$ cat config.mk
export PLATFORM = sky130hd
export DESIGN_NAME = ad_wave_rec
export DESIGN_NICKNAME = d
export VERILOG_FILES = /design/src/rtl/ad_wave_rec.sv
export SDC_FILE = /design/constraint.sdc
export NUM_CORES = 1
export LEC_CHECK = 0
export BUFFER_PORTS_ARGS = -buffer_cell sky130_fd_sc_hd__buf_4
export CORE_MARGIN = 2
export CORE_UTILIZATION = 50
export DETAILED_ROUTE_END_ITERATION = 12
export HOLD_SLACK_MARGIN = 0.08
export MAX_ROUTING_LAYER = met4
export PLACE_DENSITY = 0.7
export SLEW_MARGIN = 25
export SYNTH_ARGS = -nofsm -noshare
export SYNTH_HDL_FRONTEND = slang
export SYNTH_SLANG_ARGS = --single-unit
$ cat constraint.sdc
create_clock -name clk -period 4.9 [get_ports clk]
set_input_delay 0.98 -clock clk [delete_from_list [all_inputs] [get_ports clk]]
set_output_delay 0.98 -clock clk [all_outputs]
set_load 0.01 [all_outputs]
$ cat src/rtl/ad_wave_rec.sv
// ad_wave_rec: capture front end for an 8-bit parallel ADC.
// The incoming sample stream is decimated. A host request arms the block, which
// then waits for a level crossing or a timeout and writes one full buffer of
// consecutive samples into an external simple-dual-port RAM.
module ad_wave_rec #(
    parameter logic [7:0]  DIV          = 8'd5,
    parameter int          ADDR_W       = 8,
    parameter logic [15:0] TRIG_TIMEOUT = 16'd50000
) (
    input  logic              clk,
    input  logic              rst,
    output logic              ad_clk,
    input  logic [7:0]        ad_data,
    input  logic              cap_start,
    input  logic [7:0]        trig_level,
    input  logic              trig_edge,
    output logic              wr_en,
    output logic [ADDR_W-1:0] wr_addr,
    output logic [7:0]        wr_data,
    output logic              cap_busy,
    output logic              cap_done,
    output logic              trig_forced
);

    typedef enum logic [1:0] {
        IDLE    = 2'd0,
        ARM     = 2'd1,
        CAPTURE = 2'd2,
        DONE    = 2'd3
    } state_t;

    localparam logic [ADDR_W-1:0] ADDR_ZERO = {ADDR_W{1'b0}};
    localparam logic [ADDR_W-1:0] ADDR_ONE  = {{(ADDR_W-1){1'b0}}, 1'b1};
    localparam logic [ADDR_W-1:0] ADDR_LAST = {ADDR_W{1'b1}};
    localparam logic [15:0]       TCNT_LAST = TRIG_TIMEOUT - 16'd1;
    localparam logic [15:0]       TCNT_MAX  = 16'hFFFF;

    state_t            state;
    state_t            state_nx;
    logic [7:0]        ad_q;
    logic [7:0]        prev;
    logic              prev_valid;
    logic [7:0]        lvl;
    logic              edge_fall;
    logic [7:0]        div_cnt;
    logic [ADDR_W-1:0] addr;
    logic [15:0]       tcnt;

    logic [7:0]        cur;
    logic              strobe;
    logic              rise_x;
    logic              fall_x;
    logic              crossing;
    logic              arm;
    logic              wr_go;
    logic [ADDR_W-1:0] wr_addr_nx;
    logic              force_set;
    logic              tcnt_inc;

    // The ADC samples on the opposite phase, so it gets the inverted clock.
    assign ad_clk = ~clk;

    // Strobe and trigger detection. The trigger compares the current decimated
    // sample against the previous one. A crossing needs a valid previous sample.
    always_comb begin
        cur      = ad_q;
        strobe   = (div_cnt == DIV) && ((state == ARM) || (state == CAPTURE));
        rise_x   = prev_valid && (prev < lvl) && (cur >= lvl);
        fall_x   = prev_valid && (prev > lvl) && (cur <= lvl);
        crossing = edge_fall ? fall_x : rise_x;
    end

    // State register.
    always_ff @(posedge clk) begin
        if (rst) begin
            state <= IDLE;
        end else begin
            state <= state_nx;
        end
    end

    // Next state and per-strobe write/trigger decisions.
    always_comb begin
        state_nx   = state;
        arm        = 1'b0;
        wr_go      = 1'b0;
        wr_addr_nx = addr;
        force_set  = 1'b0;
        tcnt_inc   = 1'b0;
        case (state)
            IDLE, DONE: begin
                if (cap_start) begin
                    state_nx = ARM;
                    arm      = 1'b1;
                end else begin
                    state_nx = state;
                end
            end
            ARM: begin
                if (strobe) begin
                    if (crossing) begin
                        // A real crossing wins over a timeout on the same strobe.
                        wr_go      = 1'b1;
                        wr_addr_nx = ADDR_ZERO;
                        state_nx   = CAPTURE;
                    end else if (tcnt == TCNT_LAST) begin
                        wr_go      = 1'b1;
                        wr_addr_nx = ADDR_ZERO;
                        force_set  = 1'b1;
                        state_nx   = CAPTURE;
                    end else begin
                        tcnt_inc = 1'b1;
                        state_nx = ARM;
                    end
                end else begin
                    state_nx = ARM;
                end
            end
            CAPTURE: begin
                if (strobe) begin
                    wr_go      = 1'b1;
                    wr_addr_nx = addr + ADDR_ONE;
                    if (wr_addr_nx == ADDR_LAST) begin
                        state_nx = DONE;
                    end else begin
                        state_nx = CAPTURE;
                    end
                end else begin
                    state_nx = CAPTURE;
                end
            end
            default: begin
                state_nx = IDLE;
            end
        endcase
    end

    // Input register and decimation counter. An accepted arm realigns the
    // decimation phase so the first strobe comes DIV+1 clocks later.
    always_ff @(posedge clk) begin
        if (rst) begin
            ad_q    <= 8'd0;
            div_cnt <= 8'd0;
        end else begin
            ad_q <= ad_data;
            if (arm) begin
                div_cnt <= 8'd0;
            end else if (div_cnt >= DIV) begin
                div_cnt <= 8'd0;
            end else begin
                div_cnt <= div_cnt + 8'd1;
            end
        end
    end

    // Capture context: trigger settings, previous sample, timeout and address.
    always_ff @(posedge clk) begin
        if (rst) begin
            lvl         <= 8'd0;
            edge_fall   <= 1'b0;
            prev        <= 8'd0;
            prev_valid  <= 1'b0;
            tcnt        <= 16'd0;
            addr        <= ADDR_ZERO;
            trig_forced <= 1'b0;
        end else if (arm) begin
            lvl         <= trig_level;
            edge_fall   <= trig_edge;
            prev_valid  <= 1'b0;
            tcnt        <= 16'd0;
            addr        <= ADDR_ZERO;
            trig_forced <= 1'b0;
        end else begin
            if (strobe) begin
                prev       <= cur;
                prev_valid <= 1'b1;
            end
            // The timeout counter saturates rather than wrapping.
            if (tcnt_inc && (tcnt != TCNT_MAX)) begin
                tcnt <= tcnt + 16'd1;
            end
            if (wr_go) begin
                addr <= wr_addr_nx;
            end
            if (force_set) begin
                trig_forced <= 1'b1;
            end
        end
    end

    // RAM write port and status outputs, all registered one clock after the strobe.
    always_ff @(posedge clk) begin
        if (rst) begin
            wr_en    <= 1'b0;
            wr_addr  <= ADDR_ZERO;
            wr_data  <= 8'd0;
            cap_busy <= 1'b0;
            cap_done <= 1'b0;
        end else begin
            wr_en <= wr_go;
            if (wr_go) begin
                wr_addr <= wr_addr_nx;
                wr_data <= cur;
            end
            cap_busy <= (state_nx == ARM) || (state_nx == CAPTURE);
            cap_done <= (state_nx == DONE);
        end
    end

endmodule

==> run summary, run 1 <==
* **maximum number of pins on one net before global-route repair** 53
* **nets@finish** 568
* **RSZ-0062 raised after global routing** false
* **register area** 1602 sq um
* **total congestion overflow** 0
* **Startpoint Class** clock port
* **routed length per instance** 15.24 um
* **area leader, netlist** sky130_fd_sc_hd__dfxtp_1
* **Synth Register Bits** 80
* **type of the worst setup path** clock port to primary output
* **worst slew margin relative to its limit** 36.03%
* **global placement routability congestion** 0.9423
* **wire length of the first global-routing pass** 16110 um
* **Slew Limit Fails** 0
* **post-synthesis average cell area** 8.269 sq um
* **Synth Cell Area** 4035 sq um
* **H-Tree Level Count** 3
* **Yosys warning count** 0
* **most common cell after layout, fill and taps aside** sky130_fd_sc_hd__dfxtp_1
* **effective utilization at floorplan** 51.95%
* **area of combinational cells with multiple inputs** 2268 sq um
* **ant diodes** 0
* **power density of the placed cells** 288.5 nW/um^2
* **standard cell with the maximum stage delay on the critical path** sky130_fd_sc_hd__clkbuf_8
* **Hold Crit Start** lvl[1]$_SDFFE_PP0P_
* **area delta synth->final** 14.17%
* **Worst setup EP type** primary output
* **r2r worst-path depth** 7
* **critical-path maximum fanout** 15
* **Skew-Pair Late Insertion Delay** 0.36 ns
* **arrival time at the worst endpoint** 2.95 ns
* **vias in the first global route** 3350
* **DR iter-0 viols** 152
* **sequential share of the synthesized area** 39.69%
* **most frequent cells in the layout** sky130_fd_sc_hd__dfxtp_1 (80), sky130_fd_sc_hd__nand2_1 (59), sky130_fd_sc_hd__a21oi_1 (58)
* **Most Frequent Cell on Critical Path** sky130_fd_sc_hd__clkbuf_8
* **cell-by-cell trace of the critical path** clkbuf_8 > clkbuf_8 > inv_1 > buf_4
* **Final Hold Vio Count** 0
* **I/O pin cnt** 41
* **All-Layer GR Usage** 23.73%
* **Die Footprint** 8805 sq um
* **CTS Hold Bufs** 0
* **cells taking the most area after synthesis** sky130_fd_sc_hd__dfxtp_1 (40%), sky130_fd_sc_hd__ha_1 (7.8%), sky130_fd_sc_hd__a21oi_1 (7.2%)
* **Hold Crit Depth** 2
* **core area** 7767 sq um
* **first-pass iteration count of the detailed router** 4
* **count of vias placed by the detailed router** 3632
* **Largest stage delay, worst path** 0.18 ns
* **deepest clock path buffer count** 2
* **combined buffer and inverter count along the critical path** 4
* **Final setup viols** 0
* **number of unique standard cell types used by synthesis** 54
* **Die Height** 93.84 um
* **Max Cap Violations** 0
* **Post-CTS Repair Setup Buffers** 0
* **count of antenna-violating nets left after detailed routing** 0
* **HPWL after detailed placement** 6706 um
* **count of standard-cell rows** 32
* **buffers added on ports** 40
* **total negative slack for setup checks** 0 ns
* **Crit path max-delay family** buffers and inverters
* **slew at the pin with the worst max-slew slack** 0.9524 ns
* **reg-to-reg critical path endpoint** wr_addr[4]$_SDFFE_PP0P_
* **Required @ worst endpoint** 3.92 ns
* **Hold Path Sink** lvl[1]$_SDFFE_PP0P_
* **number of antenna violations at the first check in global routing** 0
* **outcome** finished, final reports clean
* **share of post-route cells with drive strength above 1** 13.83%
* **worst-case setup slack after placement** 1.338 ns
* **clock tree from TritonCTS** yes
* **IR Drop Worst-Case VDD** 195.7 uV
* **root buffer cell** sky130_fd_sc_hd__clkbuf_8
* **share of synthesized flip-flops with an asynchronous set or reset** 0%
* **routed via count divided by cell count** 5.765
* **utilization of the core after routing** 59.31%
* **EDFF count, synth** 0
* **least setup slack across all paths after layout** 0.9674 ns
* **remaining design rule violation count** 0
* **worst min-delay path class** flop to flop
* **overall routed net length** 9603 um
* **share of Yosys cell area claimed by the top area cell type** 39.69%
* **Post-CTS Resized** 0
* **Post-synth top flop** sky130_fd_sc_hd__dfxtp_1
* **layout filler cell count** 739
* **Mapped Cells** 488
* **final worst clock skew** 0.01261 ns
* **Die X-Extent** 93.84 um
* **number of clock buffers inserted by TritonCTS** 9
* **clock-pin slew of the registers on the worst-case setup and hold paths** 0.08 ns
* **launch point of the worst reg-to-reg path** state[0]$_SDFF_PP0_
* **Static Leakage** 1.677 nW
* **R2R setup slack** 1.70 ns
## registers in the layout (all words and copies together), names as in the netlist
signal	flops
tcnt	16
ad_q	8
addr	8
div_cnt	8
lvl	8
prev	8
wr_addr	8
wr_data	8
state	2
cap_busy	1
cap_done	1
edge_fall	1
prev_valid	1
trig_forced	1
wr_en	1
## final cells by class
class / instances / share of cell area [%]
clock buffers: 11 / 3.395
inverters: 24 / 1.955
multi-input cells: 364 / 49.24
well taps: 102 / 2.770
clock inverters: 7 / 1.032
repair buffers: 42 / 6.844
flip-flops and latches: 80 / 34.76
## report_power, final
part	switching (mW)	internal, mW	total (mW)	leakage [nW]
registers	0.00933	0.662	0.672	0.650
logic	0.0992	0.0527	0.152	0.914
clock network	0.274	0.231	0.506	0.114
## worst reg2reg max path, cell delays in order (launching register included)
cell,delay [ns]
sky130_fd_sc_hd__dfxtp_1,0.35
sky130_fd_sc_hd__inv_1,0.06
sky130_fd_sc_hd__ha_1,0.40
sky130_fd_sc_hd__nor4_4,0.88
sky130_fd_sc_hd__nand2_2,0.23
sky130_fd_sc_hd__o21ai_2,0.71
sky130_fd_sc_hd__nand2_1,0.12
sky130_fd_sc_hd__o41ai_1,0.36
## routing by layer
metal  wire length [um]  global-route usage (%)  vias up
li1                   -                       -     1830
met1               4690                   32.34     1710
met2               4414                   36.67       81
met3                376                   3.451       11
met4                121                   7.367        0
met5                  0                       -        -
## cells in the mapped netlist, types with 5 or more instances
library cell / instances
sky130_fd_sc_hd__ha_1: 25
sky130_fd_sc_hd__o21ai_0: 27
sky130_fd_sc_hd__nor2b_1: 16
sky130_fd_sc_hd__dfxtp_1: 80
sky130_fd_sc_hd__nand4_1: 9
sky130_fd_sc_hd__o211ai_1: 8
sky130_fd_sc_hd__nor2_1: 19
sky130_fd_sc_hd__clkbuf_1: 16
sky130_fd_sc_hd__or3_1: 11
sky130_fd_sc_hd__buf_2: 5
sky130_fd_sc_hd__nand3_1: 29
sky130_fd_sc_hd__inv_1: 25
sky130_fd_sc_hd__a211oi_1: 8
sky130_fd_sc_hd__nand2_1: 59
sky130_fd_sc_hd__or4_1: 6
sky130_fd_sc_hd__nor3_1: 9
sky130_fd_sc_hd__and3_1: 8
sky130_fd_sc_hd__a21oi_1: 58
## kinds of logic (layout without fill, tap and decap cells)
group	Yosys count	after routing	synth area share, %
buffers and inverters	47	84	4.527
and+or+nand+nor	187	187	23.97
other	1	4	0.09293
muxes	1	1	0.2481
AOI/OAI and AO/OA	139	139	21.98
DFF	80	80	39.69
adders and majority gates	25	25	7.752
xor gates and xnor gates	8	8	1.736
## metrics by stage
step | cell area [sq um] | hold slack (ns) | std cells | total power, mW
floorplan | 4046 | 0.4363 | 491 | 0.7952
global placement | 4408 | 0.4427 | 614 | 0.8517
detailed placement | 4408 | 0.4515 | 614 | 0.8565
CTS | 4601 | 0.4614 | 630 | 1.337
global route | 4607 | 0.4971 | 630 | 1.381
finish | 4607 | 0.4594 | 630 | 1.329
## worst max path at each step
stage,to,cells after the start,slack (ns),start
2_1_floorplan,ad_clk,1,1.40,clk
3_3_place_gp,ad_clk,2,1.34,clk
3_5_place_dp,ad_clk,2,1.34,clk
4_1_cts,ad_clk,4,0.96,clk
5_1_grt,ad_clk,4,0.95,clk
6_report,ad_clk,4,0.97,clk
No activity file was read; power rests on OpenSTA's default activity.
==> run 2: changes to the inputs <==
ABC_AREA = 1   (was not set)
PLACE_DENSITY = 0.73   (was 0.7)
clock period = 3.2 ns   (was 4.9 ns; I/O delays follow)
==> run summary, run 2 <==
* **outcome** finished, final reports clean
* **effective utilization at floorplan** 51.60%, -0.35 points
* **clock tree from TritonCTS** yes
* **Die X-Extent** 93.31 um, -0.56%
* **remaining design rule violation count** 0, unchanged
* **Largest register FFs** 16, unchanged
* **Skew-Pair Late Insertion Delay** 0.35 ns, about the same
* **Synth Register Bits** 80, unchanged
* **share of synthesized flip-flops with an asynchronous set or reset** 0%, unchanged
* **total design power** 2.000 mW, +50%
* **ant diodes** 0, unchanged
* **Startpoint Class** clock port
* **sequential share of the synthesized area** 40.16%, +0.47 points
* **count of vias placed by the detailed router** 3516, -3.2%
* **arrival time at the worst endpoint** 2.10 ns, -0.85 ns
* **deepest clock path buffer count** 2, unchanged
* **critical-path maximum fanout** 13, -2
* **worst slew margin relative to its limit** 49.72%, +14 points
* **Post-CTS Repair Setup Buffers** 0, unchanged
* **final hold slack** 0.4696 ns, +0.01020 ns
* **R2R setup slack** 0.63 ns, -1.07 ns
* **DR iter-0 viols** 148, -2.6%
* **most common cell after layout, fill and taps aside** sky130_fd_sc_hd__nand2_1
* **number of antenna violations at the first check in global routing** 0, unchanged
* **number of unique standard cell types used by synthesis** 41, -24%
* **Synth Cell Area** 3988 sq um, -1.2%
* **routed via count divided by cell count** 5.148, -11%
* **placed cell area** 4365 sq um, -0.97%
* **core area** 7727 sq um, -0.52%
* **Mapped Cells** 534, +9.4%
* **most frequent cells in the layout** sky130_fd_sc_hd__nand2_1 (98), sky130_fd_sc_hd__dfxtp_1 (80), sky130_fd_sc_hd__nor2_1 (76)
* **buffers added on ports** 40, unchanged
* **All-Layer GR Usage** 22.05%, -1.7 points
* **EDFF count, synth** 0, unchanged
* **HPWL after detailed placement** 6300 um, -6.1%
* **RSZ-0062 raised after global routing** false
* **maximum number of pins on one net before global-route repair** 26, -51%
* **Post-CTS Resized** 0, unchanged
* **total congestion overflow** 0, unchanged
* **final cell count without fillers** 683, +8.4%
* **area delta synth->final** 14.56%
* **share of post-route cells with drive strength above 1** 13.60%, -0.23 points
* **I/O pin cnt** 41, unchanged
* **total negative slack for setup checks** 0 ns, unchanged
* **clock-pin slew of the registers on the worst-case setup and hold paths** 0.08 ns, about the same
* **type of the worst setup path** clock port to primary output
* **r2r worst-path depth** 18, +11
* **worst min-delay path class** flop to flop
* **H-Tree Level Count** 3, unchanged
* **share of Yosys cell area claimed by the top area cell type** 40.16%, +0.47 points
* **wire length of the first global-routing pass** 14920 um, -7.4%
* **nets@finish** 621, +9.3%
* **vias in the first global route** 3371, +0.63%
* **Max Cap Violations** 0, unchanged
* **routed length per instance** 12.93 um, -15%
* **Final setup viols** 0, unchanged
* **post-synthesis average cell area** 7.467 sq um, -9.7%
* **library cell with the highest instance count after synthesis** sky130_fd_sc_hd__nand2_1
* **root buffer cell** sky130_fd_sc_hd__clkbuf_8
* **post-route cell area** 4568 sq um, -0.84%
* **Die Height** 93.31 um, -0.56%
* **Slew Limit Fails** 0, unchanged
* **Final Hold Vio Count** 0, unchanged
* **register with the most flip-flops** tcnt
* **Static Leakage** 2.004 nW, +19%
* **Post-synth top flop** sky130_fd_sc_hd__dfxtp_1
* **global placement routability congestion** 1.001, +6.2%
* **IR Drop Worst-Case VDD** 281.6 uV, +44%
* **first-pass iteration count of the detailed router** 4, unchanged
* **area leader, netlist** sky130_fd_sc_hd__dfxtp_1
* **Yosys warning count** 0, unchanged
* **CTS Hold Bufs** 0, unchanged
* **power density of the placed cells** 437.9 nW/um^2, +52%
* **cells taking the most area after synthesis** sky130_fd_sc_hd__dfxtp_1 (40%), sky130_fd_sc_hd__nand2_1 (9.2%), sky130_fd_sc_hd__ha_1 (7.8%)
* **Die Footprint** 8706 sq um, -1.1%
* **overall routed net length** 8834 um, -8.0%
* **Required @ worst endpoint** 2.56 ns, -1.36 ns
* **count of standard-cell rows** 32, unchanged
* **number of clock buffers inserted by TritonCTS** 9, unchanged
* **Worst setup EP type** primary output
* **Hold Crit Depth** 2, unchanged
* **synth cell count leaders** sky130_fd_sc_hd__nand2_1 (98), sky130_fd_sc_hd__dfxtp_1 (80), sky130_fd_sc_hd__nor2_1 (76), sky130_fd_sc_hd__inv_1 (65), sky130_fd_sc_hd__a21oi_1 (46)
* **count of antenna-violating nets left after detailed routing** 0, unchanged
* **post-placement cell count** 667, +8.6%
* **final worst clock skew** 0.009952 ns, -0.002659 ns
* **slew at the pin with the worst max-slew slack** 0.7533 ns, -0.1991 ns
-- run 2: cell types whose count changed after synthesis, moves of 7 or more --
cell	change
sky130_fd_sc_hd__a21oi_1	-12
sky130_fd_sc_hd__o21ai_0	+9
sky130_fd_sc_hd__clkbuf_1	-7
sky130_fd_sc_hd__nand3_1	-9
sky130_fd_sc_hd__or3_1	-11
sky130_fd_sc_hd__nor2b_1	-16
sky130_fd_sc_hd__a211oi_1	-8
sky130_fd_sc_hd__and3_1	-8
sky130_fd_sc_hd__nor2_1	+57
sky130_fd_sc_hd__inv_1	+40
sky130_fd_sc_hd__nand2_1	+39
-- run 2: power breakdown --
| part | leakage (nW) | switching (mW) | internal (mW) |
|---|---|---|---|
| clock network | 0.114 | 0.394 | 0.401 |
| logic | 1.24 | 0.111 | 0.0639 |
| registers | 0.651 | 0.0135 | 1.02 |
| total | 2.00 | 0.518 | 1.48 |
-- run 2: kinds of logic after synthesis --
| family | count (synthesis) | synth area share, % |
|---|---|---|
| adders and majority gates | 25 | 7.844 |
| xor gates and xnor gates | 14 | 3.075 |
| DFF | 80 | 40.16 |
| AOI/OAI and AO/OA | 94 | 12.46 |
| buffers and inverters | 85 | 8.629 |
| and+or+nand+nor | 235 | 27.74 |
| other | 1 | 0.09404 |
-- run 2: per-layer routing --
layer | up-vias | GRT usage, % | part of all wire [%]
li1 | 1809 | - | -
met1 | 1620 | 25.69 | 46
met2 | 79 | 37.77 | 49
met3 | 8 | 5.721 | 4.3
met4 | 0 | 6.005 | 0.93
met5 | - | - | 0
-- run 2: final timing paths --
check,startpoint,to
setup / recovery,clk,ad_clk
hold / removal,prev_valid$_SDFFE_PP0P_,prev_valid$_SDFFE_PP0P_
setup reg to reg,lvl[7]$_SDFFE_PP0P_,cap_busy$_SDFF_PP0_
hold reg to reg,prev_valid$_SDFFE_PP0P_,prev_valid$_SDFFE_PP0P_
-- run 2: through the flow --
| step | utilization, % | setup slack (ns) |
|---|---|---|
| final | 59.12 | 0.4628 |
| after floorplan | - | 0.8886 |
| after detailed placement | 56.49 | 0.7211 |
| after global placement | 56.49 | 0.8282 |
| after global routing | 59.12 | 0.4295 |
| after CTS | 59.12 | 0.4469 |
-- run 2: layout make-up --
cell class / instances / area (sq um)
Clock buffer: 11 / 145.1
Fill cell: 727 / 3159
Tap cell: 102 / 127.6
Inverter: 71 / 271.5
Clock inverter: 7 / 68.82
Sequential cell: 80 / 1602
Timing Repair Buffer: 40 / 300.3
Multi-Input combinational cell: 372 / 2053
-- run 2: worst max-delay path, cell delays in order --
cell and delay [ns]:
sky130_fd_sc_hd__clkbuf_8 0.16, sky130_fd_sc_hd__clkbuf_8 0.17, sky130_fd_sc_hd__inv_1 0.05, sky130_fd_sc_hd__buf_4 0.11
==> run 3: changes to the inputs <==
CORE_ASPECT_RATIO = 1.25   (was not set)
GPL_ROUTABILITY_DRIVEN = 0   (was not set)
==> run summary, run 3 (synthesis gave the netlist of run 2 again) <==
* **Slew Limit Fails** 0, unchanged
* **ant diodes** 0, unchanged
* **launch point of the worst reg-to-reg path** lvl[1]$_SDFFE_PP0P_
* **type of the worst setup path** clock port to primary output
* **number of clock buffers inserted by TritonCTS** 9, unchanged
* **most common cell after layout, fill and taps aside** sky130_fd_sc_hd__nand2_1
* **count of vias placed by the detailed router** 3523, +0.20%
* **remaining design rule violation count** 0, unchanged
* **Worst setup EP type** primary output
* **effective utilization at floorplan** 51.47%, -0.13 points
* **Die Height** 103.8 um, +11%
* **r2r worst-path depth** 20, +2
* **Die X-Extent** 83.88 um, -10%
* **R2R setup slack** 0.68 ns, +0.05 ns
* **wire length on met1** 3710 um, -8.2%
* **count of antenna-violating nets left after detailed routing** 0, unchanged
* **I/O pin cnt** 41, unchanged
* **number of antenna violations at the first check in global routing** 0, unchanged
* **Final Hold Vio Count** 0, unchanged
* **count of standard-cell rows** 36, +13%
* **power density of the placed cells** 437.9 nW/um^2, about the same
* **post-route cell area** 4568 sq um, unchanged
* **final hold slack** 0.4690 ns, -0.0006060 ns
* **placed cell area** 4364 sq um, about the same
* **Final setup viols** 0, unchanged
* **met2 WL** 4529 um, +4.6%
* **register with the most flip-flops** tcnt
* **All-Layer GR Usage** 21.62%, -0.44 points
* **slew at the pin with the worst max-slew slack** 0.7628 ns, +0.009462 ns
* **Post-CTS Resized** 0, unchanged
* **total congestion overflow** 0, unchanged
* **area delta synth->final** 14.56%, unchanged
* **critical-path maximum fanout** 15, +2
* **uppermost layer routed** met4
* **deepest clock path buffer count** 2, unchanged
* **Crit. Startpoint** clk
* **layout filler cell count** 733, +0.83%
* **Largest register FFs** 16, unchanged
* **clock tree from TritonCTS** yes
* **clock network fraction of design power** 39.6%, about the same
* **H-Tree Level Count** 3, unchanged
* **routed length per instance** 12.95 um, about the same
* **HPWL after detailed placement** 6458 um, +2.5%
* **P_sw** 0.5410 mW, +4.4%
* **most frequent cells in the layout** sky130_fd_sc_hd__nand2_1 (98), sky130_fd_sc_hd__dfxtp_1 (80), sky130_fd_sc_hd__nor2_1 (76)
* **worst min-delay path class** flop to flop
* **WL met3** 368 um, -3.2%
* **buffers added on ports** 40, unchanged
* **Skew-Pair Late Insertion Delay** 0.36 ns, about the same
* **IR Drop Worst-Case VDD** 371.4 uV, +32%
* **arrival time at the worst endpoint** 2.11 ns, about the same
* **power share of the combinational group** 8.9%, +0.2 points
* **register share of total power** 51.5%, about the same
* **Required @ worst endpoint** 2.56 ns, about the same
* **Die Footprint** 8710 sq um, about the same
* **final worst clock skew** 0.01543 ns, +0.005480 ns
* **worst slew margin relative to its limit** 49.09%, -0.63 points
* **share of post-route cells with drive strength above 1** 13.92%, +0.32 points
* **overall routed net length** 8765 um, -0.78%
* **DR iter-0 viols** 181, +22%
* **first-pass iteration count of the detailed router** 4, unchanged
* **Startpoint Class** clock port
* **Post-CTS Repair Setup Buffers** 0, unchanged
* **reg-to-reg critical path endpoint** cap_busy$_SDFF_PP0_
* **P_int** 1.459 mW, -1.5%
* **maximum number of pins on one net before global-route repair** 26, unchanged
* **clock-pin slew of the registers on the worst-case setup and hold paths** 0.09 ns, about the same
* **CTS Hold Bufs** 0, unchanged
* **sw frac** 27.05%, +1.1 points
* **root buffer cell** sky130_fd_sc_hd__clkbuf_8
* **core area** 7747 sq um, +0.26%
* **outcome** finished, final reports clean
* **wire length of the first global-routing pass** 15010 um, +0.65%
* **total negative slack for setup checks** 0 ns, unchanged
* **nets@finish** 622, +0.16%
* **capturing element of the worst setup path** ad_clk
* **routed via count divided by cell count** 5.204, +1.1%
* **Max Cap Violations** 0, unchanged
* **RSZ-0062 raised after global routing** false
* **Static Leakage** 2.011 nW, +0.34%
* **vias in the first global route** 3463, +2.7%
==> run 3: worst min-delay path by stage <==
stage	start	end	slack, ns	cells after the start
final	wr_addr[2]$_SDFFE_PP0P_	wr_addr[2]$_SDFFE_PP0P_	0.47	2
after global routing	prev_valid$_SDFFE_PP0P_	prev_valid$_SDFFE_PP0P_	0.48	2
after CTS	ad_data[6]	ad_q[6]$_SDFF_PP0_	0.46	3
after detailed placement	wr_addr[1]$_SDFFE_PP0P_	wr_addr[1]$_SDFFE_PP0P_	0.46	2
after global placement	prev_valid$_SDFFE_PP0P_	prev_valid$_SDFFE_PP0P_	0.45	2
after floorplan	div_cnt[0]$_SDFF_PP0_	div_cnt[0]$_SDFF_PP0_	0.43	1
==> run 3: cell type report <==
class                      count  area, sq um  share of cell area (%)
sequential                    80         1602                   35.06
clock inverter                 6        45.04                  0.9860
clock buffer                  12        170.2                   3.725
inverter                      71        271.5                   5.944
timing repair buffer          41        307.8                   6.738
tap                           95        118.9                   2.602
multi-input combinational    372         2053                   44.95
==> run 3: per-layer routing <==
metal  up-vias  track usage (%)
li1       1811                -
met1      1621            23.69
met2        75            37.09
met3        16            4.940
met4         0            9.793
met5         -                -
==> run 3: worst max-delay path, cell delays in order <==
cell	delay, ns
sky130_fd_sc_hd__clkbuf_8	0.16
sky130_fd_sc_hd__clkbuf_8	0.18
sky130_fd_sc_hd__inv_1	0.05
sky130_fd_sc_hd__buf_4	0.11
==> run 3: through the flow <==
| step | power (mW) | utilization, % | cells | setup slack (ns) |
|---|---|---|---|---|
| after floorplan | 1.180 | - | 537 | 0.8886 |
| after global placement | 1.254 | 56.33 | 661 | 0.8282 |
| after detailed placement | 1.262 | 56.33 | 661 | 0.7244 |
| after CTS | 2.016 | 58.96 | 677 | 0.4358 |
| after global routing | 2.089 | 58.96 | 677 | 0.3766 |
| final | 2.000 | 58.96 | 677 | 0.4549 |
==> run 3: power by group through the flow <==
stage          clock, mW  sequential [mW]  combinational, mW
5_1_grt            0.851             1.03              0.204
3_3_place_gp      0.0303             1.05              0.170
4_1_cts            0.807             1.03              0.178
3_5_place_dp      0.0303             1.05              0.177
6_report           0.792             1.03              0.177
2_1_floorplan     0.0123             1.05              0.118
